### config.mk
export PLATFORM = sky130hd
export DESIGN_NAME = multicycle_controller_flat
export DESIGN_NICKNAME = d
export VERILOG_FILES = /design/src/rtl/multicycle_controller_if.sv /design/src/rtl/multicycle_controller.sv /design/src/flat_wrapper.sv
export SDC_FILE = /design/constraint.sdc
export NUM_CORES = 1
export LEC_CHECK = 0
export ABC_AREA = 0
export BUFFER_PORTS_ARGS = -buffer_cell sky130_fd_sc_hd__buf_2
export CAP_MARGIN = 20
export CORE_ASPECT_RATIO = 0.9
export CORE_MARGIN = 2
export CORE_UTILIZATION = 40
export CTS_CLUSTER_SIZE = 8
export DETAILED_ROUTE_END_ITERATION = 10
export PLACE_DENSITY = 0.77
export SLEW_MARGIN = 10
export SYNTH_ARGS = -nofsm -noshare
export SYNTH_HDL_FRONTEND = slang
export SYNTH_SLANG_ARGS = --single-unit
### constraint.sdc
create_clock -name clk -period 1.6 [get_ports clk]
set_clock_uncertainty 0.2 [all_clocks]
set_input_delay 0.32 -clock clk [delete_from_list [all_inputs] [get_ports clk]]
set_output_delay 0.32 -clock clk [all_outputs]
set_load 0.01 [all_outputs]
### src/rtl/multicycle_controller_if.sv
// Control bus between the multi-cycle RV32I controller and its datapath.
// Instruction fields and the zero flag flow in; mux selects, write enables and ALU control flow out.
interface multicycle_controller_if;
  logic [6:0] op;
  logic [2:0] funct3;
  logic       funct7b5;
  logic       zero;
  logic       pcwrite;
  logic       adrsrc;
  logic       memwrite;
  logic       irwrite;
  logic [1:0] resultsrc;
  logic [1:0] alusrca;
  logic [1:0] alusrcb;
  logic [1:0] immsrc;
  logic [2:0] alucontrol;
  logic       regwrite;

  // Handshake: none. Every output is a level that is valid for the whole cycle the
  // controller sits in a state; the datapath consumes it at the next rising edge.
  modport master (
    input  op, funct3, funct7b5, zero,
    output pcwrite, adrsrc, memwrite, irwrite, resultsrc, alusrca, alusrcb,
           immsrc, alucontrol, regwrite
  );

  modport slave (
    output op, funct3, funct7b5, zero,
    input  pcwrite, adrsrc, memwrite, irwrite, resultsrc, alusrca, alusrcb,
           immsrc, alucontrol, regwrite
  );
endinterface

### src/rtl/multicycle_controller.sv
// Moore control FSM for the multi-cycle RV32I datapath (lw, sw, R-type, I-type ALU, beq, jal).
// Outputs decode from the state register; write enables are held low while reset_n is low.
module multicycle_controller #(
  parameter int STATE_W = 4
) (
  input  logic                   clk,
  input  logic                   reset_n,
  multicycle_controller_if.master ctl,
  output logic [STATE_W-1:0]     state_o,
  output logic                   illegal
);

  typedef enum logic [3:0] {
    S_FETCH    = 4'd0,
    S_DECODE   = 4'd1,
    S_MEMADR   = 4'd2,
    S_MEMREAD  = 4'd3,
    S_MEMWB    = 4'd4,
    S_MEMWRITE = 4'd5,
    S_EXECUTER = 4'd6,
    S_ALUWB    = 4'd7,
    S_EXECUTEI = 4'd8,
    S_JAL      = 4'd9,
    S_BEQ      = 4'd10
  } state_t;

  localparam logic [6:0] OP_LW   = 7'b0000011;
  localparam logic [6:0] OP_SW   = 7'b0100011;
  localparam logic [6:0] OP_R    = 7'b0110011;
  localparam logic [6:0] OP_I    = 7'b0010011;
  localparam logic [6:0] OP_JAL  = 7'b1101111;
  localparam logic [6:0] OP_BEQ  = 7'b1100011;

  localparam logic [2:0] ALU_ADD = 3'b000;
  localparam logic [2:0] ALU_SUB = 3'b001;
  localparam logic [2:0] ALU_AND = 3'b010;
  localparam logic [2:0] ALU_OR  = 3'b011;
  localparam logic [2:0] ALU_SLT = 3'b101;

  state_t state_q, state_d;

  logic       pcupdate, branch;
  logic       irwrite_raw, memwrite_raw, regwrite_raw, illegal_raw;
  logic       adrsrc;
  logic [1:0] resultsrc, alusrca, alusrcb, immsrc;
  logic [2:0] alucontrol, funct_alu;

  always_ff @(posedge clk or negedge reset_n) begin
    if (!reset_n) state_q <= S_FETCH;
    else          state_q <= state_d;
  end

  always_comb begin
    state_d = S_FETCH;
    case (state_q)
      S_FETCH:  state_d = S_DECODE;
      S_DECODE: begin
        case (ctl.op)
          OP_LW, OP_SW: state_d = S_MEMADR;
          OP_R:         state_d = S_EXECUTER;
          OP_I:         state_d = S_EXECUTEI;
          OP_JAL:       state_d = S_JAL;
          OP_BEQ:       state_d = S_BEQ;
          default:      state_d = S_FETCH;
        endcase
      end
      // op[5] separates sw (0100011) from lw (0000011)
      S_MEMADR:   state_d = ctl.op[5] ? S_MEMWRITE : S_MEMREAD;
      S_MEMREAD:  state_d = S_MEMWB;
      S_EXECUTER, S_EXECUTEI, S_JAL: state_d = S_ALUWB;
      default:    state_d = S_FETCH;
    endcase
  end

  // sub only for R-type with funct7b5; addi with instr[30] set is still an add
  always_comb begin
    funct_alu = ALU_ADD;
    case (ctl.funct3)
      3'b000:  funct_alu = (ctl.op[5] & ctl.funct7b5) ? ALU_SUB : ALU_ADD;
      3'b010:  funct_alu = ALU_SLT;
      3'b110:  funct_alu = ALU_OR;
      3'b111:  funct_alu = ALU_AND;
      default: funct_alu = ALU_ADD;
    endcase
  end

  always_comb begin
    immsrc = 2'b00;
    case (ctl.op)
      OP_SW:   immsrc = 2'b01;
      OP_BEQ:  immsrc = 2'b10;
      OP_JAL:  immsrc = 2'b11;
      default: immsrc = 2'b00;
    endcase
  end

  always_comb begin
    pcupdate     = 1'b0;
    branch       = 1'b0;
    adrsrc       = 1'b0;
    irwrite_raw  = 1'b0;
    memwrite_raw = 1'b0;
    regwrite_raw = 1'b0;
    illegal_raw  = 1'b0;
    resultsrc    = 2'b00;
    alusrca      = 2'b00;
    alusrcb      = 2'b00;
    alucontrol   = ALU_ADD;
    case (state_q)
      S_FETCH: begin
        irwrite_raw = 1'b1;
        alusrcb     = 2'b10;
        resultsrc   = 2'b10;
        pcupdate    = 1'b1;
      end
      S_DECODE: begin
        alusrca = 2'b01;
        alusrcb = 2'b01;
        case (ctl.op)
          OP_LW, OP_SW, OP_R, OP_I, OP_JAL, OP_BEQ: illegal_raw = 1'b0;
          default:                                  illegal_raw = 1'b1;
        endcase
      end
      S_MEMADR: begin
        alusrca = 2'b10;
        alusrcb = 2'b01;
      end
      S_MEMREAD: adrsrc = 1'b1;
      S_MEMWRITE: begin
        adrsrc       = 1'b1;
        memwrite_raw = 1'b1;
      end
      S_MEMWB: begin
        resultsrc    = 2'b01;
        regwrite_raw = 1'b1;
      end
      S_EXECUTER: begin
        alusrca    = 2'b10;
        alucontrol = funct_alu;
      end
      S_EXECUTEI: begin
        alusrca    = 2'b10;
        alusrcb    = 2'b01;
        alucontrol = funct_alu;
      end
      S_ALUWB: regwrite_raw = 1'b1;
      S_JAL: begin
        alusrca  = 2'b01;
        alusrcb  = 2'b10;
        pcupdate = 1'b1;
      end
      S_BEQ: begin
        alusrca    = 2'b10;
        alucontrol = ALU_SUB;
        branch     = 1'b1;
      end
      default: begin
        pcupdate = 1'b0;
      end
    endcase
  end

  // Gating with reset_n makes an asserted reset kill any write in the same instant
  assign ctl.pcwrite    = reset_n & (pcupdate | (branch & ctl.zero));
  assign ctl.irwrite    = reset_n & irwrite_raw;
  assign ctl.memwrite   = reset_n & memwrite_raw;
  assign ctl.regwrite   = reset_n & regwrite_raw;
  assign illegal        = reset_n & illegal_raw;
  assign ctl.adrsrc     = adrsrc;
  assign ctl.resultsrc  = resultsrc;
  assign ctl.alusrca    = alusrca;
  assign ctl.alusrcb    = alusrcb;
  assign ctl.immsrc     = immsrc;
  assign ctl.alucontrol = alucontrol;
  assign state_o        = state_q;

endmodule
### src/flat_wrapper.sv
// flat-port wrapper written by rule: the top's interface ports become plain ports
module multicycle_controller_flat 
#(
  parameter int STATE_W = 4
)
  (clk, reset_n, state_o, illegal, ctl_op, ctl_funct3, ctl_funct7b5, ctl_zero, ctl_pcwrite, ctl_adrsrc, ctl_memwrite, ctl_irwrite, ctl_resultsrc, ctl_alusrca, ctl_alusrcb, ctl_immsrc, ctl_alucontrol, ctl_regwrite);
  multicycle_controller_if ctl_i ();
  input  logic clk;
  input  logic reset_n;
  output logic [STATE_W-1:0] state_o;
  output logic illegal;
  input wire logic [$bits(ctl_i.op)-1:0] ctl_op;
  input wire logic [$bits(ctl_i.funct3)-1:0] ctl_funct3;
  input wire logic [$bits(ctl_i.funct7b5)-1:0] ctl_funct7b5;
  input wire logic [$bits(ctl_i.zero)-1:0] ctl_zero;
  output wire logic [$bits(ctl_i.pcwrite)-1:0] ctl_pcwrite;
  output wire logic [$bits(ctl_i.adrsrc)-1:0] ctl_adrsrc;
  output wire logic [$bits(ctl_i.memwrite)-1:0] ctl_memwrite;
  output wire logic [$bits(ctl_i.irwrite)-1:0] ctl_irwrite;
  output wire logic [$bits(ctl_i.resultsrc)-1:0] ctl_resultsrc;
  output wire logic [$bits(ctl_i.alusrca)-1:0] ctl_alusrca;
  output wire logic [$bits(ctl_i.alusrcb)-1:0] ctl_alusrcb;
  output wire logic [$bits(ctl_i.immsrc)-1:0] ctl_immsrc;
  output wire logic [$bits(ctl_i.alucontrol)-1:0] ctl_alucontrol;
  output wire logic [$bits(ctl_i.regwrite)-1:0] ctl_regwrite;
  assign ctl_i.op = ctl_op;
  assign ctl_i.funct3 = ctl_funct3;
  assign ctl_i.funct7b5 = ctl_funct7b5;
  assign ctl_i.zero = ctl_zero;
  assign ctl_pcwrite = ctl_i.pcwrite;
  assign ctl_adrsrc = ctl_i.adrsrc;
  assign ctl_memwrite = ctl_i.memwrite;
  assign ctl_irwrite = ctl_i.irwrite;
  assign ctl_resultsrc = ctl_i.resultsrc;
  assign ctl_alusrca = ctl_i.alusrca;
  assign ctl_alusrcb = ctl_i.alusrcb;
  assign ctl_immsrc = ctl_i.immsrc;
  assign ctl_alucontrol = ctl_i.alucontrol;
  assign ctl_regwrite = ctl_i.regwrite;
  multicycle_controller #(.STATE_W(STATE_W)) u_core (.clk(clk), .reset_n(reset_n), .ctl(ctl_i), .state_o(state_o), .illegal(illegal));
endmodule
# --- Word-level counts from Yosys, hierarchy flattened ---
# Cells that the tools add are included.
word_totals:
  register_bits: 4
  input_bits: 14
  output_inout_bits: 21
  word_cells: 58
classes:
  n_eq_ne: 19
  mux: 18
  n_bitwise: 8
  reduce_logical: 12
ops:
  columns: ["op", "n"]
  rows:
  - ["4-bit one-hot mux with 5 select lines", 2]
  - ["4-bit by 3-bit == test with 1-bit output, second input constant", 4]
  - ["7-bit by 6-bit == test with 1-bit output, second input constant", 2]
  - ["7-bit == test, second input constant", 2]
  - ["4-bit == test, second input constant", 3]
  - ["2-bit one-hot mux with 2 select lines", 3]
  - ["3-bit one-hot mux with 4 select lines", 1]
  - ["2-bit OR reduction", 6]
  - ["1-bit 2-to-1 mux", 9]
  - ["4-bit by 2-bit == test with 1-bit output, second input constant", 2]
  - ["1-bit bitwise AND", 7]
  - ["7-bit by 2-bit == test with 1-bit output, second input constant", 1]
  - ["7-bit by 5-bit == test with 1-bit output, second input constant", 1]
  - ["3-bit == test, second input constant", 2]
  - ["2-bit one-hot mux with 3 select lines", 1]
  - ["3-bit one-hot mux with 2 select lines", 1]
  - ["3-bit OR reduction", 2]
  - ["6-bit OR reduction", 1]
  - ["4-bit by 1-bit == test with 1-bit output, second input constant", 1]
  - ["4-bit zero test", 1]
  - ["4-bit OR reduction", 1]
  - ["3-bit by 2-bit == test with 1-bit output, second input constant", 1]
  - ["3-bit zero test", 1]
  - ["3-bit 2-to-1 mux", 1]
  - ["1-bit OR", 1]

# --- Logic depth before layout (Yosys ltp) ---
depth:
  ltp_word: 5
  ltp_mapped: 5
  mapped_depth_nobuf: 3

# --- Least setup slack after synthesis ---
# Ideal clock, no wire load.
synth_timing:
  kind: "reg2out"
  start: "register u_core.state_q[2] (netlist: u_core.state_o[2])"
  end: "output port ctl_irwrite"
  t_arrival_ps: 1266
  required_time_ps: 1080
  path_slack_ps: -186
  stages_incl_launch_ff: 5
  n_path_buf: 2
  path_cell_list: "dfrtp_1 > buf_2 > buf_6 > nor4_2 > and2_1"
synth_between:
  elab_chain_cells: 3
synth_lines:
  columns: ["element", "line", "rtl"]
  rows:
  - ["from (decl)", "multicycle_controller.sv:40", "state_t state_q, state_d;"]
  - ["from (signal assigned)", "multicycle_controller.sv:50", "else state_q <= state_d;"]
  - ["4-bit zero test", "multicycle_controller.sv:109", "case (state_q)"]
  - ["1-bit 2-to-1 mux", "multicycle_controller.sv:109", null]
  - ["1-bit bitwise AND", "multicycle_controller.sv:165", "assign ctl.irwrite = reset_n & irwrite_raw;"]
  - ["to (decl)", "flat_wrapper.sv:19", "output wire logic [$bits(ctl_i.irwrite)-1:0] ctl_irwrite;"]
# No other way between the ends.

# --- Worst setup path in the final report ---
layout_timing:
  start: "register u_core.state_q[3] (netlist: u_core.state_o[3])"
  end: "output port ctl_alusrcb[0]"
layout_between:
  elab_chain_cells: 3
layout_lines:
  columns: ["element", "line", "rtl"]
  rows:
  - ["4-bit by 2-bit == test with 1-bit output (tied with other cells)", "multicycle_controller.sv:109", null]
  - ["3-bit OR reduction (no source line) / 2-bit OR reduction (equally long branches)", null, null]
  - ["2-bit one-hot mux with 2 select lines *", "multicycle_controller.sv:109", null]
  - ["to (decl)", "flat_wrapper.sv:22", "output wire logic [$bits(ctl_i.alusrcb)-1:0] ctl_alusrcb;"]
# Mark *: on every way between the ends. The rest lies on a longest branch, timed or not.

==> results_dict.tcl <==
set metrics [dict create \
    numPortBuffers 34 \
    ys_warn_count 0 \
    nets 154 \
    synth_area_um2 604 \
    max_freq_ghz 0.517 \
    root_buffer "clkbuf_4" \
    ys.flop_type "dfrtp_1" \
    path_buf_inv 2 \
    status "finished with violations" \
    setup_slack_ns -0.333 \
    yosysSeqAreaShare_pct 16.6 \
    rsz0062_at_grt "yes" \
    cp_top_family "flip-flops" \
    yosys.area_share.simple_pct 46.6 \
    grt_pass1_wl_um 2850 \
    clk_latency_ns 0.24 \
    synth_top_family_by_area "simple AND/OR/NAND/NOR gates" \
    peakVddDrop_mv 0.823 \
    ys_seq_elements 4 \
    cts_buffer_depth 2 \
    grt.overflow.total 0 \
    maxCapViolations 0 \
    drive_above_1_share_pct 70.3 \
    stdcell_count 153 \
    path_clk_slew_ns 0.04 \
    cp.required_ns 1.08 \
    antenna_found_initial 0 \
    dp_cells 139 \
    syn_nets 90 \
    area_growth_pct 102 \
    num_antenna_cells 0 \
    nFillCells 82 \
    rows 13 \
    worstMarginPinSlew_ns 0.276 \
    fin_crit_sh_pct 121 \
    cts_tree "built" \
    die_w_um 45.0 \
    period_needed_ns 1.93 \
    grt_use_total_pct 22.4 \
    cts_buffers 3 \
    crit_fanout 8 \
    path_class "reg2out" \
    wl_um 2210 \
    synthMuxAreaShare_pct 0 \
    cts.sinks 4 \
    total_power_uw 1230 \
    vias_per_cell 5.34 \
    drtAntennaViolNets 0 \
    hold_viol 0 \
    grt_pass1_vias 692 \
    p_per_area_nw_per_um2 1010 \
    avgSynthCellArea_um2 7.95 \
    cp_data_arrival_time_ns 1.41 \
    p_leak_uw 0.000579 \
    synth_edf_count 0 \
    start_util_pct 42.2 \
    max-slew-margin-rel_pct 81.4 \
    finalSetupViolations 20 \
    htreeDepth 1 \
    grt_max_degree 9 \
    hold_class "in2reg" \
    worstPathCellList "buf_6, nor3b_4, a21oi_1, nor2_1, buf_2" \
    ys_types 36 \
    dp_hpwl_um 1340 \
    die_h_um 40.9 \
    coreArea_um2 1430 \
    cp_slowest_stage_delay_ns 0.49 \
    largest_register_ffs 4 \
    place_ws_ns -0.103 \
    drt_iter0_drc 14 \
    slowest_stage "dfrtp_2" \
    ios 35 \
    worst_setup_path_end_kind "output port" \
    synthAdderAreaFrac_pct 1.66 \
    dieArea_um2 1840 \
    synth_xor_area_share_pct 5.80 \
    synthArstFlopShare_pct 100 \
    gp_congestion 0.762 \
    vias 817 \
    worstSetupStartpointType "register" \
    syn_inst 76 \
    violations "negative setup slack" \
    drtPass1Iterations 4 \
    synth-compound-area-share_pct 18.4 \
    wl_per_cell_um 14.4 \
    maxSlewViolCount 0 \
    drc 0 \
]
Yosys cell counts (all sizes together) (3+ instances only):
cell	n	area (µm²)
buf	6	47.5
dfrtp	4	100
nand2b	4	25.0
nor2	5	18.8
nor3b	5	47.5
o21ai	4	20.0
nor3	3	15.0
a21oi	6	30.0
nand2	4	15.0
inv	5	18.8
and3b	3	26.3
nor4b	4	50.1
logic make-up after synthesis:
logic type / Yosys count
simple gates: 39
buf+inv: 11
compound gates: 17
xor+xnor: 4
flops: 4
fa+ha+maj: 1
where the power goes:
part           switching (µW)  internal (µW)
registers                54.0            123
clock network            46.2           84.2
logic                     380            538
total                     481            746
layer usage:
metal / global-route usage (%) / up-vias / wire, µm
met3: 3.08 / 0 / 169
met2: 45.7 / 41 / 1170
li1: - / 397 / -
met5: 0 / - / 0
met1: 23.5 / 379 / 865
met4: 8.82 / 0 / 0
area by class of cell:
| class | count | area (µm²) | area share [%] |
|---|---|---|---|
| Sequential cell | 4 | 105 | 8.62 |
| Clock buffer | 3 | 22.5 | 1.85 |
| Inverter | 5 | 18.8 | 1.54 |
| Timing Repair Buffer | 65 | 478 | 39.2 |
| Multi-Input combinational cell | 61 | 576 | 47.2 |
| Tap cell | 15 | 18.8 | 1.54 |
per-stage QoR:
stage               cell area [µm²]  utilization [%]  TNS [ns]  hold slack [ns]
finish                         1220             85.1     -3.98            0.286
global route                   1220             85.1     -5.06            0.306
CTS                            1100             76.7     -3.87            0.275
detailed placement              933             65.2    -0.694          -0.0473
global placement                933             65.2    -0.451          -0.0462
floorplan                       652                -    -0.238           -0.176
placed cells by master, fill, tap and decap left out, drive strengths merged, types with 2 or more instances in the layout:
cell	instances
nor3b	5
and2	2
and3b	3
xor2	2
nor3	3
clkbuf	3
nand2b	4
buf	64
nor2	5
nand2	4
xnor2	2
inv	5
o21ai	4
nor2b	2
dfrtp	4
nand3b	2
a21oi	6
nor4b	4
timing repair:
item,in CTS,in global routing
setup buffers,4,7
cloned,0,0
hold endpoints to repair,4,0
pin swaps,10,14
endpoints found under the setup margin,18,19
gates resized for setup,24,14
hold buffers,1,0
worst min-delay path, stage by stage:
cell	delay (ns)
buf_2	0.14
nor4b_1	0.07
o21a_1	0.16
final timing paths:
path                                    from                 to  slack (ns)  depth (start not counted)
setup / recovery           u_core.state_o[3]     ctl_alusrcb[0]       -0.33                          5
hold / removal                     ctl_op[5]  u_core.state_o[3]        0.29                          3
setup reg to reg           u_core.state_o[0]  u_core.state_o[2]       -0.10                          6
hold reg to reg            u_core.state_o[3]  u_core.state_o[0]        0.64                          2
max in group asynchronous            reset_n  u_core.state_o[2]        0.68                          2
min in group asynchronous            reset_n  u_core.state_o[0]        0.32                          2
Note: power is estimated with default switching activity, not from simulation.
